===== src/rtl/hs32_fetch_pkg.sv =====
// rtl/hs32_fetch_pkg.sv - shared types and constants for the HS32 fetch stage
package hs32_fetch_pkg;

   localparam int INSN_W = 32;

   typedef enum logic [1:0] {
      FS_IDLE = 2'd0,
      FS_WAIT = 2'd1,
      FS_DROP = 2'd2
   } fetch_state_e;

   function automatic logic [31:0] word_align(input logic [31:0] a);
      return a & ~32'h3;
   endfunction

endpackage


===== src/rtl/hs32_fifo.sv =====
// rtl/hs32_fifo.sv - synchronous FIFO with registered storage; clear beats push/pop
module hs32_fifo #(
   parameter  int WIDTH = 32,
   parameter  int DEPTH = 2,
   localparam int AW    = $clog2(DEPTH),
   localparam int CW    = AW + 1
) (
   input  logic             clk_i,
   input  logic             resetn_i,
   input  logic             clr_i,
   input  logic             push_i,
   input  logic [WIDTH-1:0] wdata_i,
   input  logic             pop_i,
   output logic [CW-1:0]    count_o,
   output logic [WIDTH-1:0] head_o
);

   logic [WIDTH-1:0] mem_q [DEPTH];
   logic [AW-1:0]    wr_ptr_q;
   logic [AW-1:0]    rd_ptr_q;
   logic [CW-1:0]    count_q;

   always_ff @(posedge clk_i) begin
      if (!resetn_i) begin
         wr_ptr_q <= '0;
         rd_ptr_q <= '0;
         count_q  <= '0;
         for (int i = 0; i < DEPTH; i++) mem_q[i] <= '0;
      end else if (clr_i) begin
         // Storage is left untouched so the head value stays stable while empty.
         wr_ptr_q <= '0;
         rd_ptr_q <= '0;
         count_q  <= '0;
      end else begin
         if (push_i) begin
            mem_q[wr_ptr_q] <= wdata_i;
            wr_ptr_q        <= wr_ptr_q + 1'b1;
         end
         if (pop_i) rd_ptr_q <= rd_ptr_q + 1'b1;
         case ({push_i, pop_i})
            2'b10:   count_q <= count_q + 1'b1;
            2'b01:   count_q <= count_q - 1'b1;
            default: ;
         endcase
      end
   end

   assign count_o = count_q;
   assign head_o  = mem_q[rd_ptr_q];

endmodule


===== src/rtl/hs32_fetch.sv =====
// rtl/hs32_fetch.sv - HS32 instruction fetch: PC, memory read requests, instruction buffer
module hs32_fetch
   import hs32_fetch_pkg::*;
#(
   parameter logic [31:0] RESET_PC = 32'h0000_0000,
   parameter int          DEPTH    = 2
) (
   input  logic              clk,
   input  logic              reset,
   output logic [31:0]       addr,
   input  logic [31:0]       dtrm,
   output logic              reqm,
   input  logic              rdym,
   output logic              rw_mem,
   output logic [INSN_W-1:0] instd,
   output logic              reqd,
   input  logic              rdyd,
   input  logic [31:0]       newpc,
   input  logic              flush
);

   localparam int            CW      = $clog2(DEPTH) + 1;
   localparam logic [CW-1:0] DEPTH_C = CW'(DEPTH);

   fetch_state_e  state_q, state_d;
   logic [31:0]   pc_q, pc_d;
   logic [31:0]   addr_q, addr_d;
   logic          reqm_q, reqm_d;
   logic [31:0]   flush_pc;
   logic [CW-1:0] fifo_count;
   logic          fifo_push;
   logic          fifo_pop;

   assign flush_pc  = word_align(newpc);
   assign fifo_push = (state_q == FS_WAIT) && rdym && !flush;
   assign fifo_pop  = reqd && rdyd && !flush;

   always_comb begin
      state_d = state_q;
      pc_d    = pc_q;
      addr_d  = addr_q;
      reqm_d  = reqm_q;
      case (state_q)
         FS_IDLE: begin
            // Nothing is pending here, so the buffered count alone decides the credit.
            if (flush) begin
               pc_d    = flush_pc;
               addr_d  = flush_pc;
               reqm_d  = 1'b1;
               state_d = FS_WAIT;
            end else if (fifo_count < DEPTH_C) begin
               addr_d  = pc_q;
               reqm_d  = 1'b1;
               state_d = FS_WAIT;
            end
         end
         FS_WAIT: begin
            if (flush) begin
               pc_d = flush_pc;
               if (rdym) begin
                  reqm_d  = 1'b0;
                  state_d = FS_IDLE;
               end else begin
                  state_d = FS_DROP;
               end
            end else if (rdym) begin
               pc_d    = pc_q + 32'd4;
               reqm_d  = 1'b0;
               state_d = FS_IDLE;
            end
         end
         FS_DROP: begin
            if (flush) pc_d = flush_pc;
            if (rdym) begin
               reqm_d  = 1'b0;
               state_d = FS_IDLE;
            end
         end
         default: begin
            reqm_d  = 1'b0;
            state_d = FS_IDLE;
         end
      endcase
   end

   always_ff @(posedge clk) begin
      if (!reset) begin
         state_q <= FS_IDLE;
         pc_q    <= RESET_PC;
         addr_q  <= '0;
         reqm_q  <= 1'b0;
      end else begin
         state_q <= state_d;
         pc_q    <= pc_d;
         addr_q  <= addr_d;
         reqm_q  <= reqm_d;
      end
   end

   hs32_fifo #(
      .WIDTH (INSN_W),
      .DEPTH (DEPTH)
   ) u_fifo (
      .clk_i    (clk),
      .resetn_i (reset),
      .clr_i    (flush),
      .push_i   (fifo_push),
      .wdata_i  (dtrm),
      .pop_i    (fifo_pop),
      .count_o  (fifo_count),
      .head_o   (instd)
   );

   assign addr   = addr_q;
   assign reqm   = reqm_q;
   assign rw_mem = 1'b0;
   assign reqd   = (fifo_count != '0);

endmodule


===== config.mk =====
export PLATFORM = sky130hd
export DESIGN_NAME = hs32_fetch
export DESIGN_NICKNAME = d
export VERILOG_FILES = /design/src/rtl/hs32_fetch_pkg.sv /design/src/rtl/hs32_fifo.sv /design/src/rtl/hs32_fetch.sv
export SDC_FILE = /design/constraint.sdc
export NUM_CORES = 1
export LEC_CHECK = 0
export ABC_AREA = 1
export CAP_MARGIN = 25
export CORE_ASPECT_RATIO = 0.6
export CORE_UTILIZATION = 30
export DETAILED_ROUTE_END_ITERATION = 10
export HOLD_SLACK_MARGIN = 0.1
export PLACE_DENSITY = 0.55
export SLEW_MARGIN = 20
export SYNTH_ARGS = -nofsm -noshare
export SYNTH_HDL_FRONTEND = slang
export SYNTH_SLANG_ARGS = --single-unit

===== constraint.sdc =====
create_clock -name clk -period 3.25 [get_ports clk]
set_clock_uncertainty 0.05 [all_clocks]
set_input_delay 0.65 -clock clk [delete_from_list [all_inputs] [get_ports clk]]
set_output_delay 0.65 -clock clk [all_outputs]
set_load 0.02 [all_outputs]

# Word-level counts from Yosys, hierarchy flattened
# Memory sizes are Yosys's and may differ from the RTL's. A register that Yosys moved wholly into a read port is not among the register bits.
# Index checks and enable logic that the tools add are counted.
[word_totals] latch_bits=0 out_inout_bits=67 romBits=0 ff_bits=71 elab_cells=67 mem_count=1 ramBits=64 in_bits=69
[memory_table] name="u_fifo.mem_q" words=2 word_bits=32 rd=1 rd_ports_with_merged_regs=1 wr=2 line="hs32_fifo.sv:18" text="logic [WIDTH-1:0] mem_q [DEPTH];"
[classes] mux=27 reduce_logical=17 mul=0 div=0 n_bitwise=1 n_lt_le_gt_ge=1 n_addsub=5 shift=0 eq_ne=8
[op_table] op="2-to-1 mux 32 bit" count=6
[op_table] op="case mux 32 bit (2 select lines)" count=1
[op_table] op="adder 32 x 3 -> 32 bit, second input constant" count=1
[op_table] op="OR reduction 32 bit" count=1
[op_table] op="2-to-1 mux 1 bit" count=12
[op_table] op="2-to-1 mux 2 bit" count=5
[op_table] op="nonzero test 2 bit" count=4
[op_table] op="inequality test 3 bit, second input constant" count=2
[op_table] op="case mux 2 bit (3 select lines)" count=1
[op_table] op="OR reduction 2 bit" count=3
[op_table] op="equality test 2 x 1 -> 1 bit, second input constant" count=2
[op_table] op="equality test 2 bit, second input constant" count=2
[op_table] op="logical AND 1 bit" count=4
[op_table] op="inequality test 2 x 1 -> 1 bit, second input constant" count=2
[op_table] op="case mux 2 bit (2 select lines)" count=1
[op_table] op="AND reduction 2 bit" count=2
[op_table] op="AND reduction 3 bit" count=1
[op_table] op="adder 1 bit, second input constant" count=2
[op_table] op="adder 2 x 1 -> 2 bit, second input constant" count=1
[op_table] op="zero test 2 bit" count=1
[op_table] op="less-than comparator 2 bit, second input constant" count=1
[op_table] op="case mux 1 bit (2 select lines)" count=1
[op_table] op="subtractor 2 x 1 -> 2 bit, second input constant" count=1
[op_table] op="zero test 1 bit" count=1
[op_table] op="NOT 1 bit" count=1

# Depth between registers and ports, before layout
# Gate-level depths: netlist of run 1.
[depth] ltp_word=9 ltp_mapped=11 ltp_nobuf=10

# By module
# Synthesis of run 1 repeated with hierarchy kept, for this count alone.
[hier_totals] cells_unflattened=854 hier_area_um2=6795.3
[by_module_without_submodules] mod="hs32_fetch" seq_area_each_um2=1281.2 area_per_inst_um2=3748.6 instances=1 cells_per_inst=619
[by_module_without_submodules] mod="hs32_fifo" seq_area_each_um2=2021.9 area_per_inst_um2=3046.7 instances=1 cells_per_inst=235

# Worst setup path before layout of run 1
# No wires, ideal clock.
[synth_timing] path_kind="input-to-reg" startpoint="input flush" endpoint="memory u_fifo.mem_q[1][0] (enable)" setup_slack_ps=642 path_stages=7 setup_time_ps=389 t_arrival_ps=2169 n_path_buf=2 required_ps=2811 cell_sequence="buf_4 -> nor3_4 -> inv_1 -> nor2_1 -> nand2_2 -> buf_6 -> nand2_1"
[synth_lines] item="start, declared" line="hs32_fetch.sv:19" text="input logic flush"
[synth_lines] item="end, declared" line="hs32_fifo.sv:18"

==> impl_metrics.tcl, run 1 <==
set metrics [dict create \
    cts.hold.buffers_added 0 \
    antenna_found_initial 0 \
    place.gp.congestion 0.942 \
    synth_edf_count 64 \
    grt_max_degree 47 \
    syn_area_per_cell_um2 8.07 \
    timing.final.crit_share_pct 86.9 \
    antennaDiodeCount 0 \
    critPathArrivalTime_ns 2.12 \
    p_leak_nw 3.45 \
    drive_gt1_share_pct 10.4 \
    multiInputGateArea_um2 2990 \
    die_h_um 119 \
    ios 136 \
    ys.warnings.count 0 \
    grt_pass1_wl_um 31900 \
    dpl_cell_area_um2 8400 \
    maxSlewHeadroom_pct 62.2 \
    viasPerCell 4.65 \
    clock_path_buffers 2 \
    route.detailed.wl_per_inst_um 15.5 \
    syn_inst 843 \
    status "finished clean" \
    start_util_pct 30.7 \
    power.density_nw_per_um2 485 \
    rsz0062_at_grt "no" \
    vias 5974 \
    area_growth_pct 31.3 \
    die-area_um2 23300 \
    grt_usage_pct 18.0 \
    crit_required_ns 2.55 \
    detail-route-antenna-nets 0 \
    drv_cap 0 \
    setup_tns_ns 0 \
    port_buffers 132 \
    yosys-top-cells-area "edfxtp_1, dfxtp_1, nand2_1, nor2_1, mux2_2" \
    r2r_cells 9 \
    synthesis.area_um2 6800 \
    slew_viol_final 0 \
    clkSinkCount 133 \
    synth_top_cell_area_share_pct 28.3 \
    dp_hpwl_um 14000 \
    crit_type "flop to primary output" \
    fmax_mhz 354 \
    crit_fanout 32 \
    hp-start "addr[1]$_SDFFE_PN0P_" \
    drc_errors 0 \
    worstHoldPathCells 2 \
    clkTransAtPathRegs_ns 0.06 \
    grt_pass1_vias 5724 \
    holdPathEnd "addr[1]$_SDFFE_PN0P_" \
    r2r_end "pc_q[18]$_SDFFE_PN0P_" \
    rr_startpoint "state_q[1]$_SDFFE_PN0P_" \
    row_count 42 \
    numCtsBuffers 17 \
    vdd_ir_drop_max_mv 0.377 \
    regArea_um2 3300 \
    setup_violations 0 \
    syn-num-nets 919 \
    clk_latency_ns 0.43 \
    nFillCells 2273 \
    finalHoldViolCount 0 \
    ys_ff_latch 133 \
    synth_cell_type_count 45 \
    fin_crit_ns 2.82 \
    synthFlopType "dfxtp_1" \
    worstMarginPinSlew_ns 0.567 \
    synth_most_common_cell "nand2_1" \
    hold_path.class "flop to flop" \
    finalInstanceArea_um2 8930 \
    synth_common_cells "nand2_1, nor2_1, dfxtp_1" \
    core-area_um2 22100 \
    regToRegSetupSlack_ns 0.91 \
    die_w_um 196 \
    cts-root-buf "clkbuf_16" \
    overflow 0 \
    end_kind "primary output" \
    synthArstFlopShare_pct 0 \
    drt_first_pass_iters 5 \
    cts_htree_levels 4 \
    ys_seq_area_share_pct 48.6 \
    nets 1041 \
    wl_um 20000 \
    yosysTopAreaCell "edfxtp_1" \
    ctsResizeCount 0 \
    post_cts_buffers 0 \
    startpoint_type "flop" \
    cts_tree "built" \
    drt_iter0_drc 494 \
]
cells by family (layout without fill, tap and decap cells):
logic type               after synthesis  in the layout  synth area share, %
AO/OA/AOI/OAI                        132            132                 10.7
XOR/XNOR                               2              2                0.258
adder cells (fa/ha/maj)                7              7                 1.29
buffers and inverters                115            250                 7.47
flip-flops                           133            133                 48.6
multiplexers                          32             32                 5.30
other                                  1              1               0.0551
AND/OR/NAND/NOR                      421            421                 26.4
worst max-delay path by stage:
stage	start	end	slack [ns]	cells after the start
after floorplan	flush	u_fifo.mem_q[1][0]$_SDFFCE_PN0P_	0.64	7
after global placement	flush	pc_q[18]$_SDFFE_PN0P_	0.52	8
after detailed placement	flush	pc_q[9]$_SDFFE_PN0P_	0.51	9
after CTS	flop	instd[28]	0.38	3
after global routing	flop	instd[28]	0.33	3
final	flop	instd[28]	0.43	3
layout make-up:
| type | instances | area share (%) |
|---|---|---|
| inverters | 72 | 3.06 |
| multi-input cells | 595 | 33.5 |
| clock buffers | 20 | 4.89 |
| clock inverters | 12 | 0.995 |
| well taps | 308 | 4.32 |
| repair buffers | 146 | 16.3 |
| flip-flops and latches | 133 | 37.0 |
worst max-delay path: stages (launching register included):
cell	delay (ns)
dfxtp_1	0.31
buf_4	0.39
mux2_2	0.39
clkdlybuf4s50_1	0.59
per-layer routing:
layer  track usage, %  share of wire (%)  wire length, um
met2             22.7                 37             7390
met3             6.48                8.7             1730
met5                0                  0                0
met1             27.8                 54            10700
met4             4.88               0.79              157
through the flow:
step                hold WS [ns]  utilization [%]  instances  setup slack, ns  power, W
finish                     0.409             40.4       1286            0.426   0.00433
global route               0.436             40.4       1286            0.329   0.00454
CTS                        0.408             40.4       1286            0.378   0.00438
detailed placement         0.394             38.0       1254            0.506   0.00259
global placement           0.396             38.0       1254            0.522   0.00259
floorplan                  0.397                -        843            0.642   0.00230
registers in the layout, summed over array words and instances (netlist names), named ones only:
name and cells:
reqm 1, addr 31, state_q 2, u_fifo.mem_q 64, pc_q 30, u_fifo.rd_ptr_q 1, u_fifo.count_o 2, u_fifo.wr_ptr_q 1
report_power, final:
part           leakage (nW)  switching (W)  internal [W]
registers              1.23      0.0000774       0.00186
clock network         0.253       0.000738       0.00103
logic                  1.96       0.000347      0.000279
cells in the final DEF, fill, tap and decap left out, types with 2 or more instances in the layout:
cell               n
inv_2              4
nor2_2             4
nor2_4             6
edfxtp_1          64
o21ai_0           51
a31oi_1           31
nand4_1            6
clkinv_2           4
ha_1               7
dfxtp_1           69
a21oi_1           37
o21ai_1            4
mux2_2            30
nor3_1             7
nand2_1          210
a211oi_1           3
mux2_1             2
nor2_1           140
nand2_2            7
nand3_1           24
clkdlybuf4s50_1  132
nand3b_1           3
nand2_4            2
inv_1             67
buf_4             12
clkinv_1           4
clkbuf_16         17
or2_0              3
nand3_2            2
clkbuf_1           3
clkinvlp_4         2
or2_2              3
buf_12             2
No activity file was read; power rests on OpenSTA's default activity.
==> run 2, diff against run 1 <==
CAP_MARGIN = 10   (was 25)
HOLD_SLACK_MARGIN = 0.12   (was 0.1)
==> results of run 2 <==
Same layout as run 1: the final DEF is identical, and so are final timing and power.
==> run 3, diff against run 2 <==
--- a/config.mk
+++ b/config.mk
@@ -11,5 +11,4 @@
 export CORE_UTILIZATION = 30
 export DETAILED_ROUTE_END_ITERATION = 10
-export HOLD_SLACK_MARGIN = 0.12
 export PLACE_DENSITY = 0.55
 export SLEW_MARGIN = 20
--- a/constraint.sdc
+++ b/constraint.sdc
@@ -3,3 +3,3 @@
 set_input_delay 0.65 -clock clk [delete_from_list [all_inputs] [get_ports clk]]
 set_output_delay 0.65 -clock clk [all_outputs]
-set_load 0.02 [all_outputs]
+set_load 0.05 [all_outputs]
==> run 3 against run 2 <==
  * Core utilization rose by 0.079 points
  * Worst hold slack worse by 0.0039 ns
  * Critical path type unchanged
  * Final area grew 0.20%
  * Sequential power barely moved
  * Largest power group is now clock
  * Worst setup slack better by 0.15 ns
  * Sequential share of layout area decreased by 0.072 points
  * Register-to-register slack better by 0.03 ns
  * Highest routed layer unchanged
  * Sequential cell count is the same
  * Clock power is 15% higher
  * Combinational power up 19%
  * Clock-buffer cell count down 3
==> impl_metrics.tcl, run 3 (same netlist as run 1, synthesis figures left out) <==
set metrics [dict create \
    ios 136 \
    setup_violations 0 \
    slew_viol_final 0 \
    clk_latency_ns 0.43 \
    hold_path.class "flop to flop" \
    numCtsBuffers 17 \
    clock_path_buffers 2 \
    final_cell_mix "nand2_1, nor2_1, clkdlybuf4s50_1" \
    nFillCells 2205 \
    p_leak_nw 3.54 \
    nets 1042 \
    grt_max_degree 47 \
    cts-root-buf "clkbuf_16" \
    grt_usage_pct 17.7 \
    hp-start "addr[1]$_SDFFE_PN0P_" \
    power.density_nw_per_um2 527 \
    regToRegSetupSlack_ns 0.94 \
    drt_first_pass_iters 5 \
    row_count 42 \
    rsz0062_at_grt "no" \
    top_register "u_fifo.mem_q" \
    fmax_mhz 374 \
    finalHoldViolCount 0 \
    die-area_um2 23300 \
    largest_reg_flops 64 \
    drive_gt1_share_pct 14.0 \
    die_w_um 196 \
    viasPerCell 4.66 \
    ctsResizeCount 0 \
    worst-path-stages 3 \
    cts.hold.buffers_added 0 \
    antenna_found_initial 0 \
    r2r_cells 10 \
    detail-route-antenna-nets 0 \
    route.detailed.wl_per_inst_um 15.3 \
    die_h_um 119 \
    timing.final.crit_share_pct 82.3 \
    critPathArrivalTime_ns 1.98 \
    cts_tree "built" \
    vias 5990 \
    cp_cell_sequence "buf_4, mux2_1, clkdlybuf4s50_1" \
    startpoint_type "flop" \
    post-route-util_pct 40.4 \
    crit_buf_inv 2 \
    setup_tns_ns 0 \
    drt_iter0_drc 507 \
    clkTransAtPathRegs_ns 0.06 \
    holdPathEnd "addr[1]$_SDFFE_PN0P_" \
    vdd_ir_drop_max_mv 0.359 \
    wl_um 19700 \
    grt_pass1_wl_um 31400 \
    cts_htree_levels 4 \
    antennaDiodeCount 0 \
    cpLargestDelayFamily "buffers and inverters" \
    crit_fanout 11 \
    worstMarginPinSlew_ns 0.592 \
    area_growth_pct 31.5 \
    status "finished clean" \
    core-area_um2 22100 \
    slowest_stage "clkdlybuf4s50_1" \
    port_buffers 132 \
    crit_required_ns 2.55 \
    slowest_delay_ns 0.70 \
    dp_hpwl_um 13800 \
    place.gp.congestion 0.932 \
    worstHoldPathCells 2 \
    maxSlewHeadroom_pct 60.4 \
    rr_startpoint "state_q[1]$_SDFFE_PN0P_" \
    start_util_pct 30.7 \
    overflow 0 \
    layout_commonest_cell "nand2_1" \
    drc_errors 0 \
    post_cts_buffers 0 \
    r2r_end "pc_q[12]$_SDFFE_PN0P_" \
    crit_type "flop to primary output" \
    fin_crit_ns 2.68 \
    end_kind "primary output" \
    grt_pass1_vias 5654 \
    clkSinkCount 133 \
    drv_cap 0 \
]
[run 3: cell types whose count changed in the layout (fill, tap and decap cells not counted), sizes merged]
cell	previous run	this run
buf	14	45
bufinv	1	4
clkbuf	20	17
clkdlybuf4s50	132	102
clkinv	9	8
clkinvlp	2	1
inv	72	73
[run 3: metal layers]
metal / track usage, % / up-vias / wire (um)
li1: - / 3016 / -
met1: 26.7 / 2783 / 10200
met2: 22.0 / 181 / 7350
met3: 7.62 / 10 / 2040
met4: 4.79 / 0 / 143
met5: 0 / - / 0
[run 3: worst max path at each step]
stage          slack, ns                               end
2_1_floorplan       0.64  u_fifo.mem_q[1][0]$_SDFFCE_PN0P_
5_1_grt             0.49                          instd[1]
3_5_place_dp        0.53             pc_q[12]$_SDFFE_PN0P_
3_3_place_gp        0.54             pc_q[18]$_SDFFE_PN0P_
6_report            0.57                          instd[1]
4_1_cts             0.54                          instd[1]
[run 3: worst min-delay path, cell delays in order (launching register included)]
cell and delay (ns):
dfxtp_1 0.32, nand2_1 0.06, nor2_1 0.04
[run 3: layout make-up]
cell class	count	area (um^2)	area share, %
Clock buffer	17	425	4.76
Inverter	72	273	3.05
Timing Repair Buffer	147	1380	15.5
Clock inverter	14	185	2.07
Multi-Input combinational cell	595	2990	33.4
Sequential cell	133	3300	36.9
Tap cell	308	385	4.31
[run 3: power by group]
group | switching [W] | internal (W) | total (W)
clock network | 0.000761 | 0.00127 | 0.00204
registers | 0.0000749 | 0.00186 | 0.00193
logic | 0.000473 | 0.000272 | 0.000745
[run 3: metrics by stage]
step	area (um^2)	setup WS (ns)	hold slack, ns	std cells	power [W]
after floorplan	6800	0.642	0.397	843	0.00242
after global placement	8330	0.542	0.396	1255	0.00271
after detailed placement	8330	0.527	0.393	1255	0.00271
after CTS	8940	0.539	0.406	1286	0.00476
after global routing	8940	0.489	0.443	1286	0.00491
final	8940	0.574	0.405	1286	0.00471
